### config.mk
export PLATFORM = sky130hd
export DESIGN_NAME = firing_control_flat
export DESIGN_NICKNAME = d
export VERILOG_FILES = /design/src/rtl/firing_pkg.sv /design/src/rtl/firing_control_if.sv /design/src/rtl/firing_control_trigger_conditioner.sv /design/src/rtl/firing_control.sv /design/src/flat_wrapper.sv
export SDC_FILE = /design/constraint.sdc
export NUM_CORES = 1
export LEC_CHECK = 0
export ABC_AREA = 1
export CAP_MARGIN = 20
export CORE_ASPECT_RATIO = 1.5
export CORE_MARGIN = 2
export CORE_UTILIZATION = 37
export DETAILED_ROUTE_END_ITERATION = 6
export PLACE_DENSITY = 0.58
export SYNTH_ARGS = -nofsm -noshare
export SYNTH_HDL_FRONTEND = slang
export SYNTH_SLANG_ARGS = --single-unit
export TNS_END_PERCENT = 20
### constraint.sdc
create_clock -name clk -period 1.7 [get_ports clk]
set_input_delay 0.34 -clock clk [delete_from_list [all_inputs] [get_ports clk]]
set_output_delay 0.34 -clock clk [all_outputs]
set_load 0.03 [all_outputs]
### src/rtl/firing_pkg.sv
// Shared definitions for the firing path: datapath command codes, the
// sequencing state encoding and the magazine size.
// No ports.
package firing_pkg;

   localparam logic [2:0] CTRL_RELOAD = 3'b000;
   localparam logic [2:0] CTRL_HOLD   = 3'b001;
   localparam logic [2:0] CTRL_SHOT   = 3'b011;

   localparam logic [1:0] MAX_SHOTS   = 2'd3;

   typedef enum logic [2:0] {
      S_IDLE     = 3'd0,
      S_RELOAD   = 3'd1,
      S_ARMED    = 3'd2,
      S_FIRE     = 3'd3,
      S_CHECK    = 3'd4,
      S_COOLDOWN = 3'd5,
      S_EMPTY    = 3'd6
   } fc_state_e;

   // Timer lengths of 0 behave as 1 so every terminal-count compare stays valid.
   function automatic int at_least_one(input int v);
      return (v < 1) ? 1 : v;
   endfunction

endpackage

### src/rtl/firing_control_if.sv
// Bundle between firing_control and its neighbours (firing datapath and
// duck collision checker).
//   control          3-bit datapath command (RELOAD/HOLD/SHOT)
//   remaining_shots  ammo count reported by the datapath
//   hit_query        level request to the collision checker
//   hit_valid        collision result strobe
//   hit_result       1 = duck hit, valid with hit_valid
//   shot_x/shot_y    crosshair position captured at fire
// master = firing_control side, slave = datapath/collision side.
interface firing_control_if #(
   parameter int X_W = 8,
   parameter int Y_W = 7
);
   logic [2:0]     control;
   logic [1:0]     remaining_shots;
   logic           hit_query;
   logic           hit_valid;
   logic           hit_result;
   logic [X_W-1:0] shot_x;
   logic [Y_W-1:0] shot_y;

   modport master (
      output control, hit_query, shot_x, shot_y,
      input  remaining_shots, hit_valid, hit_result
   );

   modport slave (
      input  control, hit_query, shot_x, shot_y,
      output remaining_shots, hit_valid, hit_result
   );
endinterface

### src/rtl/firing_control_trigger_conditioner.sv
// trigger_conditioner: brings the raw trigger button into the clk domain
// and produces a one-cycle pulse on each press.
//   clk, reset_n   clock, asynchronous active-low reset
//   trigger        raw asynchronous button level
//   trig_edge      one-cycle pulse, two cycles after the pin rises
// Build option TRIGGER_DEBOUNCE_EN inserts a stability filter of
// DEBOUNCE_CYCLES cycles between the synchroniser and the edge detector.
module trigger_conditioner
   import firing_pkg::*;
#(
   parameter int DEBOUNCE_CYCLES = 500_000
) (
   input  logic clk,
   input  logic reset_n,
   input  logic trigger,
   output logic trig_edge
);

   logic sync_1, sync_2;
   logic level, level_d;

   always_ff @(posedge clk or negedge reset_n) begin
      if (!reset_n) begin
         sync_1 <= 1'b0;
         sync_2 <= 1'b0;
      end else begin
         sync_1 <= trigger;
         sync_2 <= sync_1;
      end
   end

`ifdef TRIGGER_DEBOUNCE_EN
   localparam int DB_EFF = at_least_one(DEBOUNCE_CYCLES);
   localparam int DB_W   = $clog2(DB_EFF + 1);
   localparam logic [DB_W-1:0] DB_LAST = DB_W'(DB_EFF - 1);

   logic [DB_W-1:0] db_cnt;
   logic            db_level;

   // Down-counter reloads while input agrees with the filtered level; the
   // level only flips after DB_EFF consecutive disagreeing cycles.
   always_ff @(posedge clk or negedge reset_n) begin
      if (!reset_n) begin
         db_cnt   <= '0;
         db_level <= 1'b0;
      end else if (sync_2 == db_level) begin
         db_cnt <= DB_LAST;
      end else if (db_cnt == '0) begin
         db_level <= sync_2;
         db_cnt   <= DB_LAST;
      end else begin
         db_cnt <= db_cnt - 1'b1;
      end
   end

   assign level = db_level;
`else
   assign level = sync_2;
`endif

   always_ff @(posedge clk or negedge reset_n) begin
      if (!reset_n) level_d <= 1'b0;
      else          level_d <= level;
   end

   assign trig_edge = level & ~level_d;

endmodule

### src/rtl/firing_control.sv
// firing_control: sequencing FSM in front of the firing datapath. Turns
// trigger presses into single SHOT commands, reloads at round start, runs
// the hit-check handshake and enforces a cooldown between shots.
//   clk, reset_n         clock, asynchronous active-low reset
//   trigger              raw trigger button
//   round_start          one-cycle pulse: refill ammo and arm
//   cross_x/cross_y      live crosshair
//   bus (master)         datapath control/ammo and collision handshake
//   hit/miss/dry_fire    one-cycle result pulses
//   out_of_ammo, busy    status levels
// Build option TRIGGER_DEBOUNCE_EN enables trigger debouncing.
//
// state    | meaning
// ---------+-----------------------------------------------------
// IDLE     | before first round, trigger ignored
// RELOAD   | one cycle of RELOAD command to the datapath
// ARMED    | waiting for a trigger press
// FIRE     | one cycle of SHOT, crosshair captured
// CHECK    | hit_query raised, waiting for hit_valid or timeout
// COOLDOWN | fixed dead time after a shot
// EMPTY    | no ammo, presses only produce dry_fire
module firing_control
   import firing_pkg::*;
#(
   parameter int COOLDOWN_CYCLES = 12_500_000,
   parameter int CHECK_TIMEOUT   = 1024,
   parameter int X_W             = 8,
   parameter int Y_W             = 7,
   parameter int DEBOUNCE_CYCLES = 500_000
) (
   input  logic           clk,
   input  logic           reset_n,
   input  logic           trigger,
   input  logic           round_start,
   input  logic [X_W-1:0] cross_x,
   input  logic [Y_W-1:0] cross_y,
   firing_control_if.master bus,
   output logic           hit,
   output logic           miss,
   output logic           dry_fire,
   output logic           out_of_ammo,
   output logic           busy
);

   localparam logic [2:0] ST_IDLE     = S_IDLE;
   localparam logic [2:0] ST_RELOAD   = S_RELOAD;
   localparam logic [2:0] ST_ARMED    = S_ARMED;
   localparam logic [2:0] ST_FIRE     = S_FIRE;
   localparam logic [2:0] ST_CHECK    = S_CHECK;
   localparam logic [2:0] ST_COOLDOWN = S_COOLDOWN;
   localparam logic [2:0] ST_EMPTY    = S_EMPTY;

   localparam int CT_EFF = at_least_one(CHECK_TIMEOUT);
   localparam int CT_W   = $clog2(CT_EFF + 1);
   localparam logic [CT_W-1:0] CT_LAST = CT_W'(CT_EFF - 1);

   localparam int CD_EFF = at_least_one(COOLDOWN_CYCLES);
   localparam int CD_W   = $clog2(CD_EFF + 1);
   localparam logic [CD_W-1:0] CD_LAST = CD_W'(CD_EFF - 1);

   logic [2:0]      state, state_nxt;
   logic [CT_W-1:0] to_cnt;
   logic [CD_W-1:0] cd_cnt;
   logic            trig_edge;
   logic            hit_nxt, miss_nxt, dry_nxt;
   logic [X_W-1:0]  shot_x;
   logic [Y_W-1:0]  shot_y;
   logic            have_ammo;

   trigger_conditioner #(
      .DEBOUNCE_CYCLES(DEBOUNCE_CYCLES)
   ) u_trig (
      .clk      (clk),
      .reset_n  (reset_n),
      .trigger  (trigger),
      .trig_edge(trig_edge)
   );

   assign have_ammo = (bus.remaining_shots != 2'd0);

   // round_start overrides every state, including an in-flight CHECK,
   // so an aborted shot produces neither hit nor miss.
   always_comb begin
      state_nxt = state;
      hit_nxt   = 1'b0;
      miss_nxt  = 1'b0;
      dry_nxt   = 1'b0;
      if (round_start) begin
         state_nxt = ST_RELOAD;
      end else begin
         case (state)
            ST_IDLE:   state_nxt = ST_IDLE;
            ST_RELOAD: state_nxt = ST_ARMED;
            ST_ARMED: begin
               if (trig_edge) begin
                  if (have_ammo) begin
                     state_nxt = ST_FIRE;
                  end else begin
                     state_nxt = ST_EMPTY;
                     dry_nxt   = 1'b1;
                  end
               end
            end
            ST_FIRE:   state_nxt = ST_CHECK;
            ST_CHECK: begin
               if (bus.hit_valid) begin
                  hit_nxt   = bus.hit_result;
                  miss_nxt  = ~bus.hit_result;
                  state_nxt = ST_COOLDOWN;
               end else if (to_cnt == CT_LAST) begin
                  miss_nxt  = 1'b1;
                  state_nxt = ST_COOLDOWN;
               end
            end
            ST_COOLDOWN: begin
               if (cd_cnt == '0) state_nxt = have_ammo ? ST_ARMED : ST_EMPTY;
            end
            ST_EMPTY:  dry_nxt = trig_edge;
            default:   state_nxt = ST_IDLE;
         endcase
      end
   end

   always_ff @(posedge clk or negedge reset_n) begin
      if (!reset_n) begin
         state    <= ST_IDLE;
         hit      <= 1'b0;
         miss     <= 1'b0;
         dry_fire <= 1'b0;
         shot_x   <= '0;
         shot_y   <= '0;
         to_cnt   <= '0;
         cd_cnt   <= '0;
      end else begin
         state    <= state_nxt;
         hit      <= hit_nxt;
         miss     <= miss_nxt;
         dry_fire <= dry_nxt;
         if (state == ST_FIRE) begin
            shot_x <= cross_x;
            shot_y <= cross_y;
            to_cnt <= '0;
         end else if (state == ST_CHECK) begin
            to_cnt <= to_cnt + 1'b1;
         end
         // Cooldown down-counter is loaded on the way out of CHECK.
         if (state == ST_CHECK && state_nxt == ST_COOLDOWN) begin
            cd_cnt <= CD_LAST;
         end else if (state == ST_COOLDOWN && cd_cnt != '0) begin
            cd_cnt <= cd_cnt - 1'b1;
         end
      end
   end

   assign bus.control   = (state == ST_RELOAD) ? CTRL_RELOAD :
                          (state == ST_FIRE)   ? CTRL_SHOT   : CTRL_HOLD;
   assign bus.hit_query = (state == ST_CHECK);
   assign bus.shot_x    = shot_x;
   assign bus.shot_y    = shot_y;
   assign out_of_ammo   = (state == ST_EMPTY);
   assign busy          = (state == ST_FIRE) || (state == ST_CHECK) ||
                          (state == ST_COOLDOWN) || (state == ST_RELOAD);

endmodule

### src/flat_wrapper.sv
// flat-port wrapper written by rule: the top's interface ports become plain ports
module firing_control_flat import firing_pkg::*;
#(
   parameter int COOLDOWN_CYCLES = 12_500_000,
   parameter int CHECK_TIMEOUT   = 1024,
   parameter int X_W             = 8,
   parameter int Y_W             = 7,
   parameter int DEBOUNCE_CYCLES = 500_000
)
  (clk, reset_n, trigger, round_start, cross_x, cross_y, hit, miss, dry_fire, out_of_ammo, busy, bus_control, bus_hit_query, bus_shot_x, bus_shot_y, bus_remaining_shots, bus_hit_valid, bus_hit_result);
  firing_control_if #(.X_W(X_W), .Y_W(Y_W)) bus_i ();
  input  logic clk;
  input  logic reset_n;
  input  logic trigger;
  input  logic round_start;
  input  logic [X_W-1:0] cross_x;
  input  logic [Y_W-1:0] cross_y;
  output logic hit;
  output logic miss;
  output logic dry_fire;
  output logic out_of_ammo;
  output logic busy;
  output wire logic [$bits(bus_i.control)-1:0] bus_control;
  output wire logic [$bits(bus_i.hit_query)-1:0] bus_hit_query;
  output wire logic [$bits(bus_i.shot_x)-1:0] bus_shot_x;
  output wire logic [$bits(bus_i.shot_y)-1:0] bus_shot_y;
  input wire logic [$bits(bus_i.remaining_shots)-1:0] bus_remaining_shots;
  input wire logic [$bits(bus_i.hit_valid)-1:0] bus_hit_valid;
  input wire logic [$bits(bus_i.hit_result)-1:0] bus_hit_result;
  assign bus_control = bus_i.control;
  assign bus_hit_query = bus_i.hit_query;
  assign bus_shot_x = bus_i.shot_x;
  assign bus_shot_y = bus_i.shot_y;
  assign bus_i.remaining_shots = bus_remaining_shots;
  assign bus_i.hit_valid = bus_hit_valid;
  assign bus_i.hit_result = bus_hit_result;
  firing_control #(.COOLDOWN_CYCLES(COOLDOWN_CYCLES), .CHECK_TIMEOUT(CHECK_TIMEOUT), .X_W(X_W), .Y_W(Y_W), .DEBOUNCE_CYCLES(DEBOUNCE_CYCLES)) u_core (.clk(clk), .reset_n(reset_n), .trigger(trigger), .round_start(round_start), .cross_x(cross_x), .cross_y(cross_y), .bus(bus_i), .hit(hit), .miss(miss), .dry_fire(dry_fire), .out_of_ammo(out_of_ammo), .busy(busy));
endmodule
# Word level (Yosys, flattened, before mapping)
# Cells that the tools add are included.
[word_totals]
reg_bits = 59
input_bits = 23
out_inout_bits = 24
[classes]
n_addsub = 2
eq_ne = 8
mux = 25
bitwise_logic = 3
n_reduce_logical = 10
[op_table]
columns = ["cell", "n"]
rows = [
  ["24-bit 2-to-1 mux", 2],
  ["24-bit zero test", 1],
  ["3-bit 2-to-1 mux", 8],
  ["24-bit nonzero test", 1],
  ["24-bit by 1-bit subtractor with 24-bit output (second input constant)", 1],
  ["11-bit 2-to-1 mux", 2],
  ["3-bit case mux with 6 select lines", 1],
  ["3-bit equality test (second input constant)", 4],
  ["11-bit by 1-bit adder with 11-bit output (second input constant)", 1],
  ["11-bit by 10-bit equality test with 1-bit output (second input constant)", 1],
  ["1-bit 2-to-1 mux", 10],
  ["3-bit by 2-bit equality test with 1-bit output (second input constant)", 2],
  ["2-bit nonzero test", 3],
  ["3-bit by 1-bit equality test with 1-bit output (second input constant)", 1],
  ["1-bit logical OR", 3],
  ["1-bit logical AND", 2],
  ["2-bit 2-to-1 mux", 1],
  ["1-bit inverter", 2],
  ["1-bit case mux with 2 select lines", 1],
  ["1-bit AND", 1],
]

# Longest topological paths before layout
[depth]
ltp_word = 8
mapped_depth = 10

# By module
# A second synthesis with hierarchy kept.
[hier_totals]
cells_unflattened = 442
hier_area_um2 = 3211.8
[by_module_without_submodules]
columns = ["mod", "instances", "cells_per_inst", "area_per_inst_um2", "seq_area_each_um2"]
rows = [
  ["firing_control", 1, 437, 3126.7, 1401.3],
  ["trigger_conditioner", 1, 5, 85.1, 75.1],
]

# Worst setup path after synthesis
# Ideal clock, no wire load.
[synth_timing]
path_kind = "register -> register"
from = "register u_core.cd_cnt[0]"
to = "register u_core.cd_cnt[16]"
setup_time_ns = 0.119
arrival_ns = 1.564
path_slack_ns = 0.017
stages_incl_launch_ff = 11
period_less_slack_ns = 1.683
cell_sequence = "dfrtp_1 > inv_1 > ha_1 > nand2_1 > nor2_4 > nand3_2 > nand2_4 > inv_2 > buf_6 > nand3_1 > o21ai_2"
[synth_via]
elab_chain_len = 7
elab_cells_between_ends = 12
[synth_rtl]
columns = ["element", "line", "rtl"]
rows = [
  ["start: declaration", "firing_control.sv:63", "logic [CD_W-1:0] cd_cnt;"],
  ["start signal: assignment", "firing_control.sv:150", "cd_cnt <= cd_cnt - 1'b1;"],
  ["24-bit zero test", "firing_control.sv:116", "if (cd_cnt == '0) state_nxt = have_ammo ? ST_ARMED : ST_EMPTY;"],
  ["3-bit 2-to-1 mux", "firing_control.sv:116", ""],
  ["3-bit case mux with 6 select lines", "firing_control.sv:91", "case (state)"],
  ["3-bit 2-to-1 mux", "firing_control.sv:88", "if (round_start) begin"],
  ["3-bit equality test", "firing_control.sv:147", "if (state == ST_CHECK && state_nxt == ST_COOLDOWN) begin"],
  ["1-bit logical AND", "firing_control.sv:147", ""],
  ["24-bit 2-to-1 mux / 2-bit nonzero test (equally long branches)", "n/a", ""],
]
# Parallel ways exist; a longest one is shown, timed or not. The select of a mux whose other input is x is not followed.
# A chain may end at the register's enable or synchronous reset.

# Worst setup path in the final report
[layout_timing]
from = "register u_core.state[0]"
to = "output port out_of_ammo"
[layout_via]
elab_chain_len = 1
[layout_rtl]
columns = ["element", "line", "rtl"]
rows = [
  ["start: declaration", "firing_control.sv:61", "logic [2:0] state, state_nxt;"],
  ["start signal: assignment", "firing_control.sv:135", "state <= state_nxt;"],
  ["3-bit equality test", "firing_control.sv:160", "assign out_of_ammo = (state == ST_EMPTY);"],
  ["end: declaration", "flat_wrapper.sv:21", "output logic out_of_ammo;"],
]
# Every way passes these cells.

==> flow_summary.yaml <==
status:
  status: "finished clean"
synth:
  post-synth-top-count-cell: "nand2_1"
  synth_xor_area_share_pct: 1.36
  synth_top_area_share_pct: 45.9
  yosysTopAreaCell: "dfrtp_1"
  synth.distinct_cells: 33
  synth_top_family_by_area: "simple AND/OR/NAND/NOR gates"
  ys_ff_latch: 59
  ys.flop_type: "dfrtp_1"
  syn_avg_cell_area_um2: 7.40
  ys_async_sr_fraction_pct: 100
  syn_inst: 435
  synth_compound_area_share_pct: 5.99
  synth_edf_count: 0
  yosys-top-cells-count: "nand2_1, dfrtp_1, nand3_1"
  synthSimpleGateAreaFrac_pct: 37.8
  muxShareOfSynthArea_pct: 0
  synth_seq_area_share_pct: 45.9
  syn_area_um2: 3220
  synth_fp_nets: 460
  netlist_top_cells_area: "dfrtp_1, nand2_1, nand3_1"
  synthAdderAreaFrac_pct: 0.778
  ys_warn_count: 0
min_path:
  hold_class: "reg2reg"
  whs_path_depth: 0
  hold_end: "u_core.u_trig.level$_DFF_PN0_"
  hp-start: "u_core.u_trig.sync_1$_DFF_PN0_"
placed_design:
  port_buffers: 45
  pre_cts_slack_ns: -0.0111
  routabilityCongestion: 0.866
  place_inst: 610
  place_hpwl_um: 6230
finish:
  num-nets-final: 545
  syn_to_final_growth_pct: 38.0
  final_cells: 632
  fillCellCount: 838
  drive_gt1_share_pct: 19.6
  regArea_um2: 1480
  multiInputGateArea_um2: 1580
  diodes: 0
clocking:
  cts-root-buf: "clkbuf_16"
  clk_pin_slew_ns: 0.05
  tritoncts: "done"
  cts.sinks: 59
  h-tree-depth: 3
  cts_buffers: 9
  clockBufferDepth: 2
  worstSkewPairLatency_ns: 0.33
flow_run:
  cap_violations: 0
power:
  power.density_nw_per_um2: 1240
  vdd_ir_drop_max_mv: 0.741
  p_leak_uw: 0.00228
worst_setup_path:
  startpoint_type: "register"
  critical_path_class: "reg2out"
  endpoint_kind: "output port"
  ff2ff_path_depth: 9
  critical_path_arrival_ns: 1.33
  worstPathMaxFanout: 4
  crit_required_ns: 1.36
  worst_r2r_endpoint: "u_core.cd_cnt[9]$_DFFE_PN0P_"
  r2r_slack_ns: 0.06
  r2r-start: "u_core.to_cnt[1]$_DFFE_PN0P_"
floorplan:
  io_pins: 47
  die_y_um: 118
  row_count: 41
  die_x_um: 80.1
  coreArea_um2: 8410
  initial_core_util_pct: 38.3
  die_area_um2: 9470
grt:
  grt.overflow.total: 0
  grt_use_total_pct: 19.5
  antenna_found_initial: 0
  grt_pass1_vias: 3235
  grt_max_degree: 35
  grt_pass1_wl_um: 14500
detailed_routing:
  first_pass_iters: 4
  ant_nets: 0
  met3_length_um: 320
  met1_length_um: 3210
  met2_length_um: 4690
  drc: 0
  detailroute.via_count: 3111
  wl_per_cell_um: 13.5
  viasPerCell: 4.92
  routed_wl_um: 8520
  top_layer_used: "met4"
  drt_iter0_drc: 169
sta:
  max_freq_mhz: 600
  hold_ws_ns: 0.352
  finClkSkew_ns: 0.00650
  setup_violations: 0
  min_period_ns: 1.67
  drv_slew: 0
  final.setup.worst_slack_ns: 0.0324
  rsz0062_at_grt: "true"
  finalHoldViolCount: 0
  fin_crit_sh_pct: 98.1
-- final cells by class --
class                   instances  area share [%]
repair buffers                 86            18.2
clock buffers                  14            5.94
clock inverters                 2           0.225
flip-flops and latches         59            33.3
well taps                     107            3.01
multi-input cells             320            35.6
inverters                      44            3.77
-- registers in the layout (all words and copies together) (netlist names) --
register and count:
u_core.bus.shot_y 7, u_core.bus.shot_x 8, u_core.hit 1, u_core.state 3, u_core.to_cnt 11, u_core.cd_cnt 24
u_core.u_trig.level 1, u_core.u_trig.level_d 1, u_core.u_trig.sync_1 1, u_core.dry_fire 1, u_core.miss 1
-- kinds of logic (layout without fill, tap and decap cells) --
| group | after synthesis | in the layout |
|---|---|---|
| xor+xnor | 5 | 5 |
| buf+inv | 56 | 146 |
| compound gates | 34 | 34 |
| fa+ha+maj | 2 | 2 |
| flops | 59 | 59 |
| simple gates | 278 | 278 |
| other cells | 1 | 1 |
-- layer usage --
| metal | vias to the layer above | GRT usage (%) |
|---|---|---|
| met1 | 1456 | 21.6 |
| li1 | 1558 | - |
| met3 | 25 | 3.97 |
| met4 | 0 | 10.1 |
| met5 | - | 0 |
| met2 | 72 | 34.1 |
-- stage by stage --
stage          power, µW  area, µm²  utilization, %  TNS [ns]
2_1_floorplan       3080       3220               -         0
6_report            5530       4440            52.8         0
3_3_place_gp        3850       3990            47.5         0
3_5_place_dp        3870       3990            47.5   -0.0111
5_1_grt             5910       4440            52.8    -0.670
4_1_cts             5530       4280            50.9   -0.0344
-- power by group --
part / internal (µW) / switching (µW) / leakage (µW)
Combinational: 757 / 1110 / 0.00140
Sequential: 1740 / 252 / 0.000739
Clock: 1060 / 609 / 0.000137
-- placed cells by master (no fill, tap or decap), drive strengths merged --
| cell type | instances |
|---|---|
| conb | 1 |
| clkdlybuf4s50 | 24 |
| nand3 | 59 |
| dlygate4sd3 | 1 |
| o21bai | 1 |
| a31oi | 1 |
| dfrtp | 59 |
| xor2 | 2 |
| o22ai | 3 |
| inv | 43 |
| dlygate4sd2 | 6 |
| clkinv | 3 |
| or2 | 5 |
| a22o | 1 |
| dlymetal6s2s | 9 |
| nand3b | 2 |
| clkbuf | 15 |
| a21oi | 11 |
| o21ai | 17 |
| buf | 45 |
| nand2 | 143 |
| xnor2 | 3 |
| ha | 2 |
| nor3 | 1 |
| nand4 | 11 |
| nor2 | 57 |
-- worst max-delay path: stages, from the launching register on --
cell     delay (ns)
dfrtp_1        0.40
buf_4          0.16
inv_2          0.08
nand2_2        0.09
nor2_4         0.13
buf_6          0.14
-- how the worst max path moves through the flow --
stage	from	end	slack, ns
finish	u_core.state[0]$_DFF_PN0_	out_of_ammo	0.03
global route	u_core.to_cnt[1]$_DFFE_PN0P_	u_core.cd_cnt[9]$_DFFE_PN0P_	-0.06
CTS	u_core.state[1]$_DFF_PN0_	bus_hit_query	-0.02
detailed placement	u_core.cd_cnt[0]$_DFFE_PN0P_	u_core.cd_cnt[1]$_DFFE_PN0P_	-0.01
global placement	bus_hit_valid	u_core.cd_cnt[23]$_DFFE_PN0P_	0.01
floorplan	u_core.cd_cnt[0]$_DFFE_PN0P_	u_core.cd_cnt[16]$_DFFE_PN0P_	0.02
-- timing repair --
action / in CTS / in global routing
pin swaps: 0 / 8
hold buffers: 1 / 0
buffers inserted: 0 / 5
gates resized for setup: 11 / 44
setup endpoints to repair: 11 / 38
endpoints found under the hold margin: 15 / 0
Power figures use the tool's default switching activity.
